<file path="src/rtl/arith_pkg.sv">
// Shared definitions for the pipelined add/subtract datapath.
//   DEF_WIDTH / DEF_SEG_W : default operand width and bits resolved per stage
//   mode_e                : operation select carried on in_sub (ADD / SUB)
//   calc_stages()         : pipeline depth for a given width and segment size
package arith_pkg;

  localparam int DEF_WIDTH = 16;
  localparam int DEF_SEG_W = 4;

  typedef enum logic {
    ADD = 1'b0,
    SUB = 1'b1
  } mode_e;

  function automatic int calc_stages(input int width, input int seg_w);
    return width / seg_w;
  endfunction

endpackage

</file>
<file path="src/rtl/seg_adder.sv">
// Combinational SEG_W-bit ripple adder built from full-adder cells.
//   a, b : segment operands
//   cin  : carry into bit 0
//   s    : segment sum
//   cout : carry out of the top bit
module seg_adder
  import arith_pkg::*;
#(
  parameter int SEG_W = DEF_SEG_W
) (
  input  logic [SEG_W-1:0] a,
  input  logic [SEG_W-1:0] b,
  input  logic             cin,
  output logic [SEG_W-1:0] s,
  output logic             cout
);

  // The carry ripples through a single variable so the chain is one
  // evaluation rather than a vector that feeds back into itself.
  always_comb begin
    logic c;
    c = cin;
    s = '0;
    for (int i = 0; i < SEG_W; i++) begin
      s[i] = a[i] ^ b[i] ^ c;
      c    = (a[i] & b[i]) | (c & (a[i] ^ b[i]));
    end
    cout = c;
  end

endmodule

</file>
<file path="src/rtl/pipelined_addsub.sv">
// Pipelined WIDTH-bit adder/subtractor, one SEG_W-bit segment per stage.
//   clk, rst_n          : clock (rising edge), asynchronous active-low reset
//   in_valid / in_ready : operand handshake; in_ready drops while the output stalls
//   in_a, in_b          : operands
//   in_cin              : carry-in for add, borrow-in for subtract
//   in_sub              : 0 = A+B+cin, 1 = A-B-cin
//   out_valid/out_ready : result handshake with backpressure
//   out_sum             : result, wraps modulo 2^WIDTH
//   out_cout            : carry out of the top segment (subtract: 1 = no borrow)
//   out_ovf             : two's-complement signed overflow
// Latency is STAGES cycles of the pipeline (beat accepted at edge N is
// presented after edge N+STAGES-1); throughput one beat per cycle.
module pipelined_addsub
  import arith_pkg::*;
#(
  parameter int WIDTH = DEF_WIDTH,
  parameter int SEG_W = DEF_SEG_W
) (
  input  logic             clk,
  input  logic             rst_n,
  input  logic             in_valid,
  output logic             in_ready,
  input  logic [WIDTH-1:0] in_a,
  input  logic [WIDTH-1:0] in_b,
  input  logic             in_cin,
  input  logic             in_sub,
  output logic             out_valid,
  input  logic             out_ready,
  output logic [WIDTH-1:0] out_sum,
  output logic             out_cout,
  output logic             out_ovf
);

  localparam int STAGES = calc_stages(WIDTH, SEG_W);
  localparam int LAST   = STAGES - 1;

  if (SEG_W < 1 || (WIDTH % SEG_W) != 0) begin : g_bad_width
    $error("pipelined_addsub: WIDTH must be a positive multiple of SEG_W");
  end

  // Pipeline registers, one slot per stage. a_q/b_q forward the operand
  // words; only the segments above the current stage are still consumed,
  // plus the MSBs needed for the overflow decision at the output.
  logic [WIDTH-1:0]  a_q   [STAGES];
  logic [WIDTH-1:0]  b_q   [STAGES];
  logic [WIDTH-1:0]  sum_q [STAGES];
  logic [STAGES-1:0] carry_q;
  logic [STAGES-1:0] valid_q;

  logic [WIDTH-1:0]  a_d      [STAGES];
  logic [WIDTH-1:0]  b_d      [STAGES];
  logic [WIDTH-1:0]  sum_prev [STAGES];
  logic [WIDTH-1:0]  sum_d    [STAGES];
  logic [STAGES-1:0] cin_st;
  logic [STAGES-1:0] carry_d;
  logic [STAGES-1:0] valid_d;
  logic [SEG_W-1:0]  seg_s    [STAGES];

  logic             en;
  logic [WIDTH-1:0] b_eff;
  logic             c0;

  // Whole pipe moves together; a stalled output freezes every stage.
  assign en       = !out_valid || out_ready;
  assign in_ready = en;

  // Subtract is A + ~B + ~borrow, so the same adder serves both modes.
  always_comb begin
    b_eff = in_b;
    c0    = in_cin;
    if (in_sub == SUB) begin
      b_eff = ~in_b;
      c0    = ~in_cin;
    end
  end

  // What each stage sees: stage 0 takes the prepared operands, later
  // stages take the previous stage's registers. A cycle with no input beat
  // enters as valid=0, so bubbles flow through instead of collapsing.
  always_comb begin
    a_d[0]      = in_a;
    b_d[0]      = b_eff;
    sum_prev[0] = '0;
    cin_st      = '0;
    valid_d     = '0;
    cin_st[0]   = c0;
    valid_d[0]  = in_valid;
    for (int k = 1; k < STAGES; k++) begin
      a_d[k]      = a_q[k-1];
      b_d[k]      = b_q[k-1];
      sum_prev[k] = sum_q[k-1];
      cin_st[k]   = carry_q[k-1];
      valid_d[k]  = valid_q[k-1];
    end
  end

  for (genvar gi = 0; gi < STAGES; gi++) begin : g_stage
    seg_adder #(
      .SEG_W (SEG_W)
    ) u_seg (
      .a    (a_d[gi][gi*SEG_W +: SEG_W]),
      .b    (b_d[gi][gi*SEG_W +: SEG_W]),
      .cin  (cin_st[gi]),
      .s    (seg_s[gi]),
      .cout (carry_d[gi])
    );
  end

  // Merge the freshly resolved segment into the partial sum.
  always_comb begin
    for (int k = 0; k < STAGES; k++) begin
      sum_d[k]                    = sum_prev[k];
      sum_d[k][k*SEG_W +: SEG_W]  = seg_s[k];
    end
  end

  always_ff @(posedge clk or negedge rst_n) begin
    if (!rst_n) begin
      for (int k = 0; k < STAGES; k++) begin
        a_q[k]   <= '0;
        b_q[k]   <= '0;
        sum_q[k] <= '0;
      end
      carry_q <= '0;
      valid_q <= '0;
    end else if (en) begin
      for (int k = 0; k < STAGES; k++) begin
        a_q[k]   <= a_d[k];
        b_q[k]   <= b_d[k];
        sum_q[k] <= sum_d[k];
      end
      carry_q <= carry_d;
      valid_q <= valid_d;
    end
  end

  assign out_valid = valid_q[LAST];
  assign out_sum   = sum_q[LAST];
  assign out_cout  = carry_q[LAST];
  // Overflow from the MSBs that travelled with the beat; all-zero after reset.
  assign out_ovf   = (a_q[LAST][WIDTH-1] == b_q[LAST][WIDTH-1]) &&
                     (sum_q[LAST][WIDTH-1] != a_q[LAST][WIDTH-1]);

endmodule

</file>
<file path="config.mk">
export PLATFORM = sky130hd
export DESIGN_NAME = pipelined_addsub
export DESIGN_NICKNAME = d
export VERILOG_FILES = /design/src/rtl/arith_pkg.sv /design/src/rtl/seg_adder.sv /design/src/rtl/pipelined_addsub.sv
export SDC_FILE = /design/constraint.sdc
export NUM_CORES = 1
export LEC_CHECK = 0
export ABC_AREA = 0
export CAP_MARGIN = 5
export CORE_MARGIN = 2
export CORE_UTILIZATION = 40
export DETAILED_ROUTE_END_ITERATION = 7
export GPL_TIMING_DRIVEN = 0
export SYNTH_ARGS = -nofsm -noshare
export SYNTH_HDL_FRONTEND = slang
export SYNTH_SLANG_ARGS = --single-unit
export TNS_END_PERCENT = 20
</file>
<file path="constraint.sdc">
create_clock -name clk -period 2.45 [get_ports clk]
set_input_delay 0.3675 -clock clk [delete_from_list [all_inputs] [get_ports clk]]
set_output_delay 0.3675 -clock clk [all_outputs]
set_load 0.005 [all_outputs]
</file>
==> qor.yml, run 1 <==
run_status:
  status: "complete, but fails checks"
  violations: "design-rule violations"
setup_path:
  crit_slowest_cell: "clkdlybuf4s50_1"
  cp-start-kind: "input port"
  cp_max_fo: 19
  end_kind: "output port"
  critPathKind: "in -> out"
  crit_top_cell: "clkdlybuf4s50_1"
  required_ps: 2080
  setup.worst_path.start: "out_ready"
  crit_path_max_incr_delay_ps: 560
  crit_path_cell_trace: "clkdlybuf4s50_1 > nand2b_4 > buf_12 > buf_8 > clkdlybuf4s50_1"
  crit_path_end: "in_ready"
  reg2reg_to: "sum_d[23]$_DFFE_PN0P_"
  reg2reg_depth: 8
  r2r-start: "a_d[36]$_DFFE_PN0P_"
  rrSetupSlack_ps: 290
  arrival_ps: 1990
cells_and_area:
  fin_util_pct: 50.7
  layout_common_cells: "98 x dfrtp_1, 84 x mux2_4, 54 x clkdlybuf4s50_1"
  syn_to_final_growth_pct: 23.3
  drive_gt1_share_pct: 36.0
  nets: 406
  layoutNonFillerInstCount: 499
  nFillCells: 977
  final_common_cell: "dfrtp_1"
  diodes: 0
global_routing:
  track_usage_pct: 13.7
  grt_overflow: 0
  grt_pass1_wl_um: 13300
  grt_antenna_before_repair: 0
  grt_max_degree: 51
  grt_pass1_vias: 2467
yosys:
  synth_cells: 285
  synth_top_cell_area_share_pct: 51.7
  synth-seq-cells: 98
  avgSynthCellArea_sq_um: 16.6
  synth_top_cell_by_area: "dfrtp_1"
  synth_cell_types: 19
  mappedNetlistNets: 339
  synth.yosys.seq_area_share_pct: 51.7
  ys_top_cells_by_area: "dfrtp_1 52%, mux2_4 27%, fa_1 6.8%"
  synth_warnings: 0
  synth_area_sq_mm: 0.00474
timing:
  worst_slack_ps: 96.7
  clock-skew-final_ps: 8.82
  setup_violations: 0
  maxSlewViolCount: 0
  tns_ps: 0
  holdWs_ps: 53.3
  max_freq_ghz: 0.425
  min_period_ps: 2350
  fin_crit_sh_pct: 96.1
  hold_viol: 0
  tightest_slew_ps: 641
  rsz0062_at_grt: "false"
  slew_headroom_pct: 57.3
detailed_routing:
  via_count: 2306
  route.detailed.drc: 2
  viasPerCell: 4.62
  drt-initial-drc-count: 75
  wl_per_cell_um: 16.1
  ant_nets: 0
  routed_wl_um: 8010
  first_pass_iters: 7
cts:
  clkTransAtPathRegs_ps: 70
  cts_hold_buf: 0
  cts_made_buffers: 9
  clock_latency_ps: 330
  cts_tree: "built"
  clk_path_buf_depth: 2
  cts.sinks: 98
  root_buffer: "clkbuf_16"
  cts_max_level: 3
min_path:
  hold_class: "in -> async"
die:
  coreArea_sq_mm: 0.0115
  die-area_sq_mm: 0.0127
  ios: 58
  rows: 39
  floorplan.initialDensity_pct: 41.2
  die-width_um: 113
  die_h_um: 113
power:
  irDropWorstVdd_mv: 0.510
  p_leak_uw: 0.00274
  powerDensity_mw_per_mm2: 1240
run:
  drv_cap: 0
place:
  port_buffers: 56
  gp_congestion: 0.716
  hpwl_um: 5680
  dp_slack_ps: -388
  dp.cells: 485
[cells by family after synthesis]
| group | synth area share, % |
|---|---|
| AND/OR/NAND/NOR | 2.38 |
| buffers and inverters | 6.97 |
| AO/OA/AOI/OAI | 2.01 |
| multiplexers | 27.0 |
| adder cells (fa/ha/maj) | 6.76 |
| flip-flops | 51.7 |
| XOR/XNOR | 3.14 |
[cell usage after synthesis]
| cell | number |
|---|---|
| nand2b_1 | 2 |
| a21oi_1 | 2 |
| buf_4 | 1 |
| dfrtp_1 | 98 |
| xor2_1 | 12 |
| buf_6 | 2 |
| nand2_1 | 1 |
| mux2_4 | 84 |
| buf_12 | 9 |
| a21oi_2 | 9 |
| fa_1 | 16 |
| buf_8 | 1 |
| clkbuf_1 | 2 |
| nand2b_4 | 1 |
| inv_1 | 26 |
| mux2i_1 | 2 |
| nor3b_1 | 11 |
| xnor2_1 | 5 |
| o22ai_1 | 1 |
[power breakdown]
part / internal (uW) / switching, uW
Combinational: 1970 / 987
Clock: 888 / 586
Sequential: 2360 / 456
[state kept, by name, indices dropped and copies added, names as in the netlist]
name	cells
sum_d	24
valid_q	4
a_d	24
b_d	24
b_q	1
out_sum	16
carry_q	4
a_q	1
[per-layer routing]
metal	share of wire (%)	vias to the layer above	GRT usage, %
li1	-	1079	-
met2	49	40	22.1
met3	2.7	10	2.46
met5	0	-	0
met1	47	1177	18.7
met4	1.6	0	5.12
[what timing repair did]
action | in CTS | in global routing
setup buffers | 0 | 0
setup endpoints to repair | 2 | 0
gates resized for setup | 1 | 0
[worst min-delay path by stage]
stage | startpoint | end | slack, ps | cells after the start
final | rst_n | b_d[42]$_DFFE_PN0P_ | 50 | 1
after floorplan | rst_n | a_d[12]$_DFFE_PN0P_ | 70 | 0
after global routing | rst_n | b_d[42]$_DFFE_PN0P_ | 100 | 1
after CTS | rst_n | b_d[42]$_DFFE_PN0P_ | 80 | 1
after detailed placement | rst_n | b_d[42]$_DFFE_PN0P_ | 440 | 1
after global placement | valid_q[2]$_DFFE_PN0P_ | valid_q[3]$_DFFE_PN0P_ | 450 | 1
[final cells by class]
cell class                      count  area (sq um)  share of cell area (%)
Sequential cell                    98          2450                    42.0
Multi-Input combinational cell    146          1980                    34.0
Timing Repair Buffer               57           584                    10.0
Buffer                             14           238                    4.07
Clock buffer                       10           229                    3.92
Tap cell                          143           179                    3.06
Inverter                           26          97.6                    1.67
Clock inverter                      5          80.1                    1.37
[through the flow]
stage	power (uW)	area, sq um
after floorplan	4950	4780
after global placement	5770	5520
after detailed placement	5860	5550
after CTS	7350	5840
after global routing	7740	5840
final	7240	5840
[critical path, delay by kind of cell]
| kind | cells | cell delay (ps) |
|---|---|---|
| and+or+nand+nor | 1 | 150 |
| buffers and inverters | 4 | 1460 |
Note: power is estimated with default switching activity, not from simulation.
==> run 2, diff against run 1 <==
CORE_MARGIN = default   (was 2)
==> qor.yml, run 2 (synthesis results as in run 1) <==
detailed_routing:
  viasPerCell: 4.63
  first_pass_iters: 4
  route.detailed.drc: 0
  ant_nets: 0
  routed_wl_um: 8030
  drt-initial-drc-count: 56
  wl_per_cell_um: 16.1
  via_count: 2313
timing:
  min_period_ps: 2360
  holdWs_ps: 32.3
  rsz0062_at_grt: "false"
  slew_headroom_pct: 60.1
  maxSlewViolCount: 0
  max_freq_ghz: 0.423
  clock-skew-final_ps: 4.31
  fin_crit_sh_pct: 96.5
  hold_viol: 0
  setup_violations: 0
  tightest_slew_ps: 598
cells_and_area:
  final_common_cell: "dfrtp_1"
  syn_to_final_growth_pct: 23.9
  nFillCells: 977
  nets: 406
  layout_common_cells: "98 x dfrtp_1, 84 x mux2_4, 54 x clkdlybuf4s50_1"
  fin_util_pct: 51.2
  diodes: 0
  seq_area_sq_mm: 0.00245
  layoutNonFillerInstCount: 500
  final_cell_area_sq_mm: 0.00587
  multi_input_area_sq_mm: 0.00198
  drive_gt1_share_pct: 36.4
cts:
  cts.sinks: 98
  clock_latency_ps: 340
  post-cts-setup-buffer-count: 0
  clkTransAtPathRegs_ps: 70
  cts_hold_buf: 0
  clk_path_buf_depth: 2
  cts_made_buffers: 9
  root_buffer: "clkbuf_16"
  cts_max_level: 3
  cts_tree: "built"
power:
  powerDensity_mw_per_mm2: 1240
  irDropWorstVdd_mv: 0.459
  p_leak_uw: 0.00276
  design_power_total_uw: 7310
setup_path:
  required_ps: 2080
  critPathKind: "in -> out"
  end_kind: "output port"
  cp-start-kind: "input port"
  crit_path_end: "in_ready"
  arrival_ps: 2000
  rrSetupSlack_ps: 300
  setup.worst_path.start: "out_ready"
  cp_max_fo: 19
  r2r-start: "a_d[12]$_DFFE_PN0P_"
  reg2reg_to: "out_sum[15]$_DFFE_PN0P_"
  reg2reg_depth: 8
die:
  rows: 39
  die-width_um: 111
  die-area_sq_mm: 0.0123
  coreArea_sq_mm: 0.0115
  ios: 58
  floorplan.initialDensity_pct: 41.3
  die_h_um: 111
global_routing:
  grt_overflow: 0
  met3_usage_pct: 3.12
  grt_util_met1_pct: 20.4
  grt_antenna_before_repair: 0
  grt_pass1_vias: 2465
  met2_usage_pct: 22.4
  busiest_layer: "met2"
  track_usage_pct: 14.6
  grt_pass1_wl_um: 13800
  grt_max_degree: 56
place:
  gp_congestion: 0.709
  placed_area_sq_mm: 0.00555
  hpwl_um: 5560
  dp.cells: 485
  port_buffers: 56
run_status:
  status: "finished clean"
run:
  drv_cap: 0
min_path:
  hold_class: "in -> async"
-- run 2: power breakdown --
part,internal [uW],switching (uW),total (uW)
Combinational,1960,981,2940
Clock,956,608,1560
Sequential,2360,451,2810
-- run 2: worst min path at each step --
stage | depth (start not counted) | end | from
floorplan | 0 | a_d[12]$_DFFE_PN0P_ | rst_n
global placement | 1 | valid_q[3]$_DFFE_PN0P_ | valid_q[2]$_DFFE_PN0P_
detailed placement | 1 | b_d[43]$_DFFE_PN0P_ | rst_n
CTS | 1 | a_d[43]$_DFFE_PN0P_ | rst_n
global route | 1 | a_d[43]$_DFFE_PN0P_ | rst_n
finish | 1 | a_d[43]$_DFFE_PN0P_ | rst_n
-- run 2: metal layers --
layer / vias to the layer above / wire length (um)
met5: - / 0
met4: 0 / 100
met3: 8 / 244
met2: 35 / 3840
met1: 1187 / 3840
li1: 1083 / -
-- run 2: through the flow --
step,setup WS [ps],TNS (ps)
floorplan,-91.1,-91.1
global placement,-2730,-268010
detailed placement,-388,-745
CTS,62.6,0
global route,23.2,0
finish,86.6,0
-- run 2: timing repair --
item | CTS | global route
endpoints found under the setup margin | 2 | 0
endpoints found under the hold margin | 0 | 0
gates resized for setup | 1 | 0
-- run 2: cell type report --
type                    instances  share of cell area [%]
repair buffers                 57                    9.95
clock buffers                  11                    4.30
well taps                     143                    3.05
flip-flops and latches         98                    41.7
plain buffers                  14                    4.05
clock inverters                 5                    1.47
multi-input cells             146                    33.8
inverters                      26                    1.66
-- run 2: critical path, cell delays in order --
cell,delay (ps)
clkdlybuf4s50_1,520
nand2b_4,160
buf_12,160
buf_8,230
clkdlybuf4s50_1,550
